<file path="src/rtl/mac_frame_pkg.sv">
// Shared types and constants for the A/B/C frame link (transmitter and receiver).
package mac_frame_pkg;

    localparam int FRAME_DEPTH = 4;
    localparam int SAMPLE_W    = 8;

    typedef logic [SAMPLE_W-1:0] sample_t;

    // Packed so that slot i of each lane sits at bits [i*SAMPLE_W +: SAMPLE_W],
    // the same layout as the parallel load buses.
    typedef struct packed {
        sample_t [FRAME_DEPTH-1:0] a;
        sample_t [FRAME_DEPTH-1:0] b;
        sample_t [FRAME_DEPTH-1:0] c;
    } frame_t;

    typedef enum logic {IDLE, SEND} tx_state_e;

    // Bundle the three packed load buses into one frame.
    function automatic frame_t pack_frame(
        input logic [FRAME_DEPTH*SAMPLE_W-1:0] a,
        input logic [FRAME_DEPTH*SAMPLE_W-1:0] b,
        input logic [FRAME_DEPTH*SAMPLE_W-1:0] c
    );
        frame_t f;
        f.a = a;
        f.b = b;
        f.c = c;
        return f;
    endfunction

endpackage

</file>
<file path="src/rtl/mac_frame_tx_if.sv">
// Load handshake plus serial A/B/C output bundle of the frame transmitter.
interface mac_frame_tx_if #(
    parameter int WIDTH = mac_frame_pkg::SAMPLE_W,
    parameter int DEPTH = mac_frame_pkg::FRAME_DEPTH
);
    logic                   load_valid;
    logic                   load_ready;
    logic [DEPTH*WIDTH-1:0] load_a;
    logic [DEPTH*WIDTH-1:0] load_b;
    logic [DEPTH*WIDTH-1:0] load_c;
    logic [WIDTH-1:0]       A;
    logic [WIDTH-1:0]       B;
    logic [WIDTH-1:0]       C;
    logic                   out_valid;
    logic                   frame_start;
    logic [1:0]             slot;
    logic [15:0]            frames_sent;

    // Host / stimulus side.
    modport master (
        output load_valid, load_a, load_b, load_c,
        input  load_ready, A, B, C, out_valid, frame_start, slot, frames_sent
    );

    // Transmitter side.
    modport slave (
        input  load_valid, load_a, load_b, load_c,
        output load_ready, A, B, C, out_valid, frame_start, slot, frames_sent
    );
endinterface

</file>
<file path="src/rtl/mac_frame_buf.sv">
// Shadow frame register with full flag; owns the load valid/ready handshake.
module mac_frame_buf
    import mac_frame_pkg::*;
(
    input  logic   clock,
    input  logic   reset,
    input  logic   i_valid,
    input  frame_t i_frame,
    input  logic   i_take,
    input  logic   i_bypass,
    output logic   o_ready,
    output logic   o_full,
    output logic   o_accept,
    output frame_t o_frame
);
    logic   r_full;
    logic   r_ready;
    frame_t r_frame;
    logic   w_full_next;

    assign o_accept = i_valid & r_ready;

    // Full flag: drained by the serialiser, set by a handshake unless the
    // frame is routed straight to the active buffer.
    always_comb begin
        w_full_next = r_full;
        if (i_take) begin
            w_full_next = 1'b0;
        end else if (o_accept && !i_bypass) begin
            w_full_next = 1'b1;
        end
    end

    // Storage; ready is registered as the inverse of the next full flag.
    always_ff @(posedge clock or posedge reset) begin
        if (reset) begin
            r_full  <= 1'b0;
            r_ready <= 1'b0;
            r_frame <= '0;
        end else begin
            r_full  <= w_full_next;
            r_ready <= !w_full_next;
            if (o_accept && !i_bypass) begin
                r_frame <= i_frame;
            end
        end
    end

    assign o_ready = r_ready;
    assign o_full  = r_full;
    assign o_frame = r_frame;
endmodule

</file>
<file path="src/rtl/mac_frame_tx.sv">
// Frame transmitter: accepts a parallel frame and serialises it slot by slot.
module mac_frame_tx
    import mac_frame_pkg::*;
#(
    parameter int WIDTH = SAMPLE_W,
    parameter int DEPTH = FRAME_DEPTH
)(
    input  logic          clock,
    input  logic          reset,
    mac_frame_tx_if.slave io_bus
);
    localparam logic [1:0] LAST_SLOT = 2'(DEPTH - 1);

    tx_state_e        r_state, w_state_next;
    logic [1:0]       r_slot, w_slot_next;
    frame_t           r_active, w_active_next;
    frame_t           w_load_frame, w_shadow;
    logic             w_shadow_full, w_accept, w_ready, w_take, w_bypass;
    logic [WIDTH-1:0] r_a, r_b, r_c, w_a_next, w_b_next, w_c_next;
    logic             r_valid, w_valid_next, r_start, w_start_next;
    logic [15:0]      r_count, w_count_next;

    assign w_load_frame = pack_frame(io_bus.load_a, io_bus.load_b, io_bus.load_c);

    mac_frame_buf u_buf (
        .clock    (clock),
        .reset    (reset),
        .i_valid  (io_bus.load_valid),
        .i_frame  (w_load_frame),
        .i_take   (w_take),
        .i_bypass (w_bypass),
        .o_ready  (w_ready),
        .o_full   (w_shadow_full),
        .o_accept (w_accept),
        .o_frame  (w_shadow)
    );

    // Next state, next active frame and the sample to drive in the next cycle.
    always_comb begin
        w_state_next  = r_state;
        w_slot_next   = r_slot;
        w_active_next = r_active;
        w_count_next  = r_count;
        w_take        = 1'b0;
        w_bypass      = 1'b0;
        w_a_next      = '0;
        w_b_next      = '0;
        w_c_next      = '0;
        w_valid_next  = 1'b0;
        w_start_next  = 1'b0;
        case (r_state)
            IDLE: begin
                w_slot_next = 2'd0;
                if (w_shadow_full) begin
                    w_take        = 1'b1;
                    w_active_next = w_shadow;
                    w_state_next  = SEND;
                end
            end
            SEND: begin
                if (r_slot != LAST_SLOT) begin
                    w_slot_next = r_slot + 2'd1;
                end else begin
                    w_count_next = r_count + 16'd1;
                    w_slot_next  = 2'd0;
                    if (w_shadow_full) begin
                        w_take        = 1'b1;
                        w_active_next = w_shadow;
                    end else if (w_accept) begin
                        // Frame arriving in the last slot skips the shadow.
                        w_bypass      = 1'b1;
                        w_active_next = w_load_frame;
                    end else begin
                        w_state_next = IDLE;
                    end
                end
            end
            default: w_state_next = IDLE;
        endcase
        if (w_state_next == SEND) begin
            w_a_next     = w_active_next.a[w_slot_next];
            w_b_next     = w_active_next.b[w_slot_next];
            w_c_next     = w_active_next.c[w_slot_next];
            w_valid_next = 1'b1;
            w_start_next = (w_slot_next == 2'd0);
        end
    end

    // State, active buffer, frame counter and output registers.
    always_ff @(posedge clock or posedge reset) begin
        if (reset) begin
            r_state  <= IDLE;
            r_slot   <= 2'd0;
            r_active <= '0;
            r_count  <= 16'd0;
            r_a      <= '0;
            r_b      <= '0;
            r_c      <= '0;
            r_valid  <= 1'b0;
            r_start  <= 1'b0;
        end else begin
            r_state  <= w_state_next;
            r_slot   <= w_slot_next;
            r_active <= w_active_next;
            r_count  <= w_count_next;
            r_a      <= w_a_next;
            r_b      <= w_b_next;
            r_c      <= w_c_next;
            r_valid  <= w_valid_next;
            r_start  <= w_start_next;
        end
    end

    assign io_bus.load_ready  = w_ready;
    assign io_bus.A           = r_a;
    assign io_bus.B           = r_b;
    assign io_bus.C           = r_c;
    assign io_bus.out_valid   = r_valid;
    assign io_bus.frame_start = r_start;
    assign io_bus.slot        = r_slot;
    assign io_bus.frames_sent = r_count;
endmodule

</file>
<file path="src/flat_wrapper.sv">
// flat-port wrapper written by rule: the top's interface ports become plain ports
module mac_frame_tx_flat import mac_frame_pkg::*;
#(
    parameter int WIDTH = SAMPLE_W,
    parameter int DEPTH = FRAME_DEPTH
)
  (clock, reset, io_bus_load_valid, io_bus_load_a, io_bus_load_b, io_bus_load_c, io_bus_load_ready, io_bus_A, io_bus_B, io_bus_C, io_bus_out_valid, io_bus_frame_start, io_bus_slot, io_bus_frames_sent);
  mac_frame_tx_if #(.WIDTH(WIDTH), .DEPTH(DEPTH)) io_bus_i ();
  input  logic clock;
  input  logic reset;
  input wire logic [$bits(io_bus_i.load_valid)-1:0] io_bus_load_valid;
  input wire logic [$bits(io_bus_i.load_a)-1:0] io_bus_load_a;
  input wire logic [$bits(io_bus_i.load_b)-1:0] io_bus_load_b;
  input wire logic [$bits(io_bus_i.load_c)-1:0] io_bus_load_c;
  output wire logic [$bits(io_bus_i.load_ready)-1:0] io_bus_load_ready;
  output wire logic [$bits(io_bus_i.A)-1:0] io_bus_A;
  output wire logic [$bits(io_bus_i.B)-1:0] io_bus_B;
  output wire logic [$bits(io_bus_i.C)-1:0] io_bus_C;
  output wire logic [$bits(io_bus_i.out_valid)-1:0] io_bus_out_valid;
  output wire logic [$bits(io_bus_i.frame_start)-1:0] io_bus_frame_start;
  output wire logic [$bits(io_bus_i.slot)-1:0] io_bus_slot;
  output wire logic [$bits(io_bus_i.frames_sent)-1:0] io_bus_frames_sent;
  assign io_bus_i.load_valid = io_bus_load_valid;
  assign io_bus_i.load_a = io_bus_load_a;
  assign io_bus_i.load_b = io_bus_load_b;
  assign io_bus_i.load_c = io_bus_load_c;
  assign io_bus_load_ready = io_bus_i.load_ready;
  assign io_bus_A = io_bus_i.A;
  assign io_bus_B = io_bus_i.B;
  assign io_bus_C = io_bus_i.C;
  assign io_bus_out_valid = io_bus_i.out_valid;
  assign io_bus_frame_start = io_bus_i.frame_start;
  assign io_bus_slot = io_bus_i.slot;
  assign io_bus_frames_sent = io_bus_i.frames_sent;
  mac_frame_tx #(.WIDTH(WIDTH), .DEPTH(DEPTH)) u_core (.clock(clock), .reset(reset), .io_bus(io_bus_i));
endmodule
</file>
<file path="config.mk">
export PLATFORM = sky130hd
export DESIGN_NAME = mac_frame_tx_flat
export DESIGN_NICKNAME = d
export VERILOG_FILES = /design/src/rtl/mac_frame_pkg.sv /design/src/rtl/mac_frame_tx_if.sv /design/src/rtl/mac_frame_buf.sv /design/src/rtl/mac_frame_tx.sv /design/src/flat_wrapper.sv
export SDC_FILE = /design/constraint.sdc
export NUM_CORES = 1
export LEC_CHECK = 0
export CAP_MARGIN = 20
export CORE_MARGIN = 8
export CORE_UTILIZATION = 56
export DETAILED_ROUTE_END_ITERATION = 16
export PLACE_DENSITY = 0.84
export SETUP_SLACK_MARGIN = 0.4
export SLEW_MARGIN = 20
export SYNTH_ARGS = -nofsm -noshare
export SYNTH_HDL_FRONTEND = slang
export SYNTH_SLANG_ARGS = --single-unit
</file>
<file path="constraint.sdc">
create_clock -name clock -period 11.12 [get_ports clock]
set_input_delay 2.224 -clock clock [delete_from_list [all_inputs] [get_ports clock]]
set_output_delay 2.224 -clock clock [all_outputs]
set_load 0.005 [all_outputs]
</file>
* After elaboration in Yosys (flattened, before gate mapping) *
Index checks and enable logic that the tools add are counted.
Widths: inputs -> output; s select.

storage, ports and cells
  register bits after elaboration = 239
  output and inout port bits = 45
  logic and storage cells = 76

cells by class
  bitwise gates (word level) = 3
  order comparisons = 1
  equality and inequality tests = 1
  reductions and logical operators = 5
  add/subtract/negate cells = 2
  muxes and demuxes = 30

operators by type and width
  operator               count
  $mux 96                4
  $pmux 96 s2            1
  $bmux 8 s2             3
  $mux 8                 6
  $add 16x1->16 const B  1
  $mux 1                 12
  $pmux 1 s2             2
  $pmux 2 s2             1
  $lt 2x3->1 const B     1
  $add 2x1->2 const B    1
  $logic_not 1->1        2
  $logic_not 2->1        1
  $mux 2                 1
  $ne 2x2->1 const B     1
  $not 1->1              2
  $reduce_and 2->1       1
  $and 1x1->1            1
  $logic_and 1x1->1      1

* Longest topological paths before layout *
  depth in word-level cells = 10
  depth in mapped cells = 9
  gate-level depth less buffers = 6

* Hierarchy *
From an unflattened synthesis, not the netlist that was laid out.

second synthesis, totals
  cell total of the unflattened synthesis = 946
  area, all modules = 10896.7 um2

by module, submodules not included
  module         cells each  area an instance (um2)  times used
  mac_frame_tx   735         7188.1                  1
  mac_frame_buf  211         3708.6                  1

* Worst setup path after synthesis *
OpenSTA, ideal clock, no wires.

  path type = input -> register
  start point = input port io_bus_load_valid
  end point = register u_core.u_buf.r_frame, in the netlist u_core.u_buf.o_frame[31]
  data required time = 10.995 ns
  stages on the path = 7
  arrival = 3.406 ns
  setup slack = 7.590 ns
  library setup time = 0.125 ns
  path through = buf_6 and2_1 buf_4 o21ai_2 buf_4 buf_4 mux2_2

on the way
  word-level cells in the longest chain between the ends = 7

ends and longest elaborated chain
  element                 RTL line             source
  start: declaration      flat_wrapper.sv:11   input wire logic [$bits(io_bus_i.load_valid)-1:0] io_bus_load_valid;
  $and 1x1->1 *           mac_frame_buf.sv:21  assign o_accept = i_valid & r_ready;
  $mux 1                  mac_frame_tx.sv:69   end else if (w_accept) begin
  $mux 1                  mac_frame_tx.sv:66   if (w_shadow_full) begin
  $mux 1                  mac_frame_tx.sv:61   if (r_slot != LAST_SLOT) begin
  $mux 1                  mac_frame_tx.sv:51   case (r_state)
  $logic_not 1->1         mac_frame_buf.sv:43  if (o_accept && !i_bypass) begin
  $logic_and 1x1->1 *     mac_frame_buf.sv:43
  end signal: assignment  mac_frame_buf.sv:44  r_frame <= i_frame;
  end: declaration        mac_frame_buf.sv:18  frame_t r_frame;

Mark *: on every way between the ends. The rest lies on a longest branch, timed or not.
A chain may end at the register's enable or synchronous reset.

* Worst setup path in the final report *
  start point = input port io_bus_load_valid
  end point = register u_core.u_buf.r_frame, in the netlist u_core.u_buf.o_frame[73]

The elaborated chain is that of the path after synthesis.

==> summary.txt <==
Outcome
  – Status: finished, final reports clean

Clock tree
  – PostCTS Resize Cnt: 0
  – Clk_lat worst skew: 0.52 ns
  – Hold buffers post-CTS: 0
  – CTS tree: yes
  – CTS HTree Levels: 1
  – Root buf cell: clkbuf_16
  – Clock sinks: 238
  – TritonCTS buffer count: 25
  – Post-CTS setup repair buffer count: 0
  – Clock tree buffer depth: 3
  – Reg clk slew, reported paths: 0.06 ns

Global routing
  – Total grt overflow: 0
  – First-pass GRT wire length: 54.04 mm
  – Initial antenna violation count: 0
  – Vias in the first global route: 9,775
  – GRT Resource Usage Total: 25.25%
  – Largest net degree at the start of global routing: 102

Setup path
  – Crit Path Max Fanout: 47
  – Worst EP arrival: 4.99 ns
  – Setup CP Type: input pin to register
  – Largest delay share family, worst path: buffers and inverters
  – CP max-delay cell: and2_1
  – Worst Setup End Kind: register
  – Worst Setup Start Kind: input pin
  – CP peak stage delay: 0.83 ns
  – WP buf/inv: 2
  – Worst-path cell chain: clkdlybuf4s50_1 > and2_1 > o21ai_4 > buf_4 > mux2_1
  – Req. time, crit path: 11.52 ns

Power and ir drop
  – Pwr/cell area: 342.1 mW/mm2
  – Pleak: 5.855 nW
  – Max rail drop VDD: 0.0001605 V

Synthesis
  – Post-Synthesis Cells: 1,069
  – Synthesized area per cell: 11.24 um2
  – Flops & latches, synth: 238
  – Post-synth ARST share: 100.0%
  – Distinct cells, synth: 66
  – Top FF cell, synth: dfrtp_1
  – EDFF count, synth: 0
  – Synth warn: 0
  – Synth area leader: dfrtp_1
  – Syn nets: 1,170
  – Share of the synthesized area in the top cell type: 49.58%
  – Top cells by count, synth: 238 x dfrtp_1, 103 x mux2_2, 83 x o22ai_1
  – Top post-synthesis cells by area: dfrtp_1 50%, mux2_2 9.7%, mux2i_1 4.6%, o22ai_1 4.3%, nor2_1 2.2%
  – Most common cell in the synthesized netlist: dfrtp_1
  – Mapped Area: 0.01201 mm2
  – Post-synthesis sequential area ratio: 49.58%

Finish
  – Fin util: 67.20%
  – Fin nets: 1,263
  – Inserted Diodes: 0
  – Final cell count without fillers: 1,451
  – Share of layout cells above drive strength 1: 16.92%
  – Synthesis-to-finish area growth: 17.59%

Floorplanning
  – Width of the chip: 162.5 um
  – Top Ports: 144
  – Cell Rows: 53
  – Total die area: 0.02639 mm2
  – Vert. Die Dim: 162.5 um
  – Core area: 0.02102 mm2
  – Starting density of the core: 57.15%

STA
  – Slew headroom: 28.04%
  – Clock Skew: 0.008974 ns
  – Final Hold Fails: 0
  – Worst-margin pin slew: 1.079 ns
  – Fmax: 0.2180 GHz
  – Max-slew violation count: 0
  – Final setup TNS: 0 ns
  – Fin crit share: 41.26%
  – Fin crit period: 4.588 ns
  – Setup ws final: 6.532 ns
  – RSZ-0062 raised after global routing: no
  – # setup viols final: 0

Job
  – Max-Cap Viols: 0

Placement
  – DP Worst Slack: 6.120 ns
  – Dpl hpwl: 22.41 mm
  – Gpl congestion: 0.8495
  – Inst Count DP: 1,410
  – Port bufs: 143

Hold path
  – Min-Delay Path Class: register to register

Detailed routing
  – Vias: 9,762
  – Vias per cell: 6.728
  – Total wire length: 34.12 mm
  – Detailed Routing Iterations Pass 1: 5
  – Routed Antenna Nets: 0
  – Wire length per cell: 23.52 um
  – Starting DRT DRC Count: 1,171
  – Drc violations: 0
-- registers in the layout, summed over array words and instances, names as in the netlist --
signal / count
u_core.io_bus.A: 8
u_core.r_active: 96
u_core.io_bus.frames_sent: 16
u_core.u_buf.o_full: 1
u_core.io_bus.frame_start: 1
u_core.u_buf.o_frame: 96
u_core.io_bus.slot: 2
u_core.io_bus.C: 8
u_core.u_buf.o_ready: 1
u_core.io_bus.B: 8
u_core.r_state: 1
-- worst reg2reg max path, cell delays in order, from the launching register on --
cell	delay (ns)
dfrtp_4	0.82
buf_4	0.79
buf_4	0.67
nand4b_1	0.19
buf_4	0.36
o221ai_1	0.24
o21ai_0	0.50
nor4b_2	0.29
-- cell families (layout without fill, tap and decap cells) --
family	after synthesis	count (layout)	share of synthesized area, %
adder cells (fa/ha/maj)	2	2	0.2083
AND/OR/NAND/NOR	198	198	7.905
AO/OA/AOI/OAI	336	336	20.67
XOR/XNOR	15	15	1.094
flip-flops	238	238	49.58
multiplexers	171	171	15.46
buffers and inverters	109	216	5.083
-- layout make-up --
| class | instances | area, um2 |
|---|---|---|
| Fill cell | 1518 | 6895 |
| Sequential cell | 238 | 5963 |
| Clock buffer | 38 | 714.4 |
| Multi-Input combinational cell | 722 | 5456 |
| Tap cell | 275 | 344.1 |
| Clock inverter | 3 | 40.04 |
| Inverter | 19 | 78.83 |
| Timing Repair Buffer | 156 | 1529 |
-- routing by layer --
| layer | up-vias | wire (um) | track usage, % |
|---|---|---|---|
| met3 | 71 | 2942 | 4.702 |
| met4 | 0 | 953 | 9.343 |
| met1 | 4925 | 14140 | 34.01 |
| met2 | 541 | 16090 | 40.08 |
| met5 | - | 0 | 0 |
| li1 | 4225 | - | - |
-- stage by stage --
step	area (um2)	total power [mW]	hold WS [ns]
floorplan	12010	3.345	0.4331
CTS	14130	4.787	0.4683
finish	14130	4.833	0.4684
global route	14130	5.088	0.4895
detailed placement	13370	3.978	0.4561
global placement	13370	3.864	0.4515
-- power breakdown --
group | switching (mW) | internal [mW] | total [mW]
logic | 1.25 | 1.09 | 2.34
registers | 0.384 | 1.31 | 1.70
clock network | 0.333 | 0.461 | 0.794
total | 1.96 | 2.87 | 4.83
-- layout by cell type, fill, tap and decap left out, types with 17 or more instances in the layout --
cell and instances:
clkbuf_16 25, mux2i_1 55, o221ai_1 27, nor2_1 71, o221a_2 17, dfrtp_1 236
a21oi_1 45, nand2_1 53, clkdlybuf4s50_1 143, o22ai_1 83, mux2_2 103, o21ai_0 42
-- worst paths after layout --
path	from	to	slack (ns)	depth (start not counted)
worst max register to register	u_core.u_buf.o_full	u_core.io_bus.B[4]	7.15	7
min in group asynchronous	reset	u_core.io_bus.frames_sent[9]	2.25	2
worst min-delay path	u_core.u_buf.o_frame[90]	u_core.r_active[90]	0.47	2
max in group asynchronous	reset	u_core.r_active[15]	7.50	3
worst max-delay path	io_bus_load_valid	u_core.u_buf.o_frame[73]	6.53	5
worst min register to register	u_core.u_buf.o_frame[90]	u_core.r_active[90]	0.47	2
Note: power is estimated with default switching activity, not from simulation.
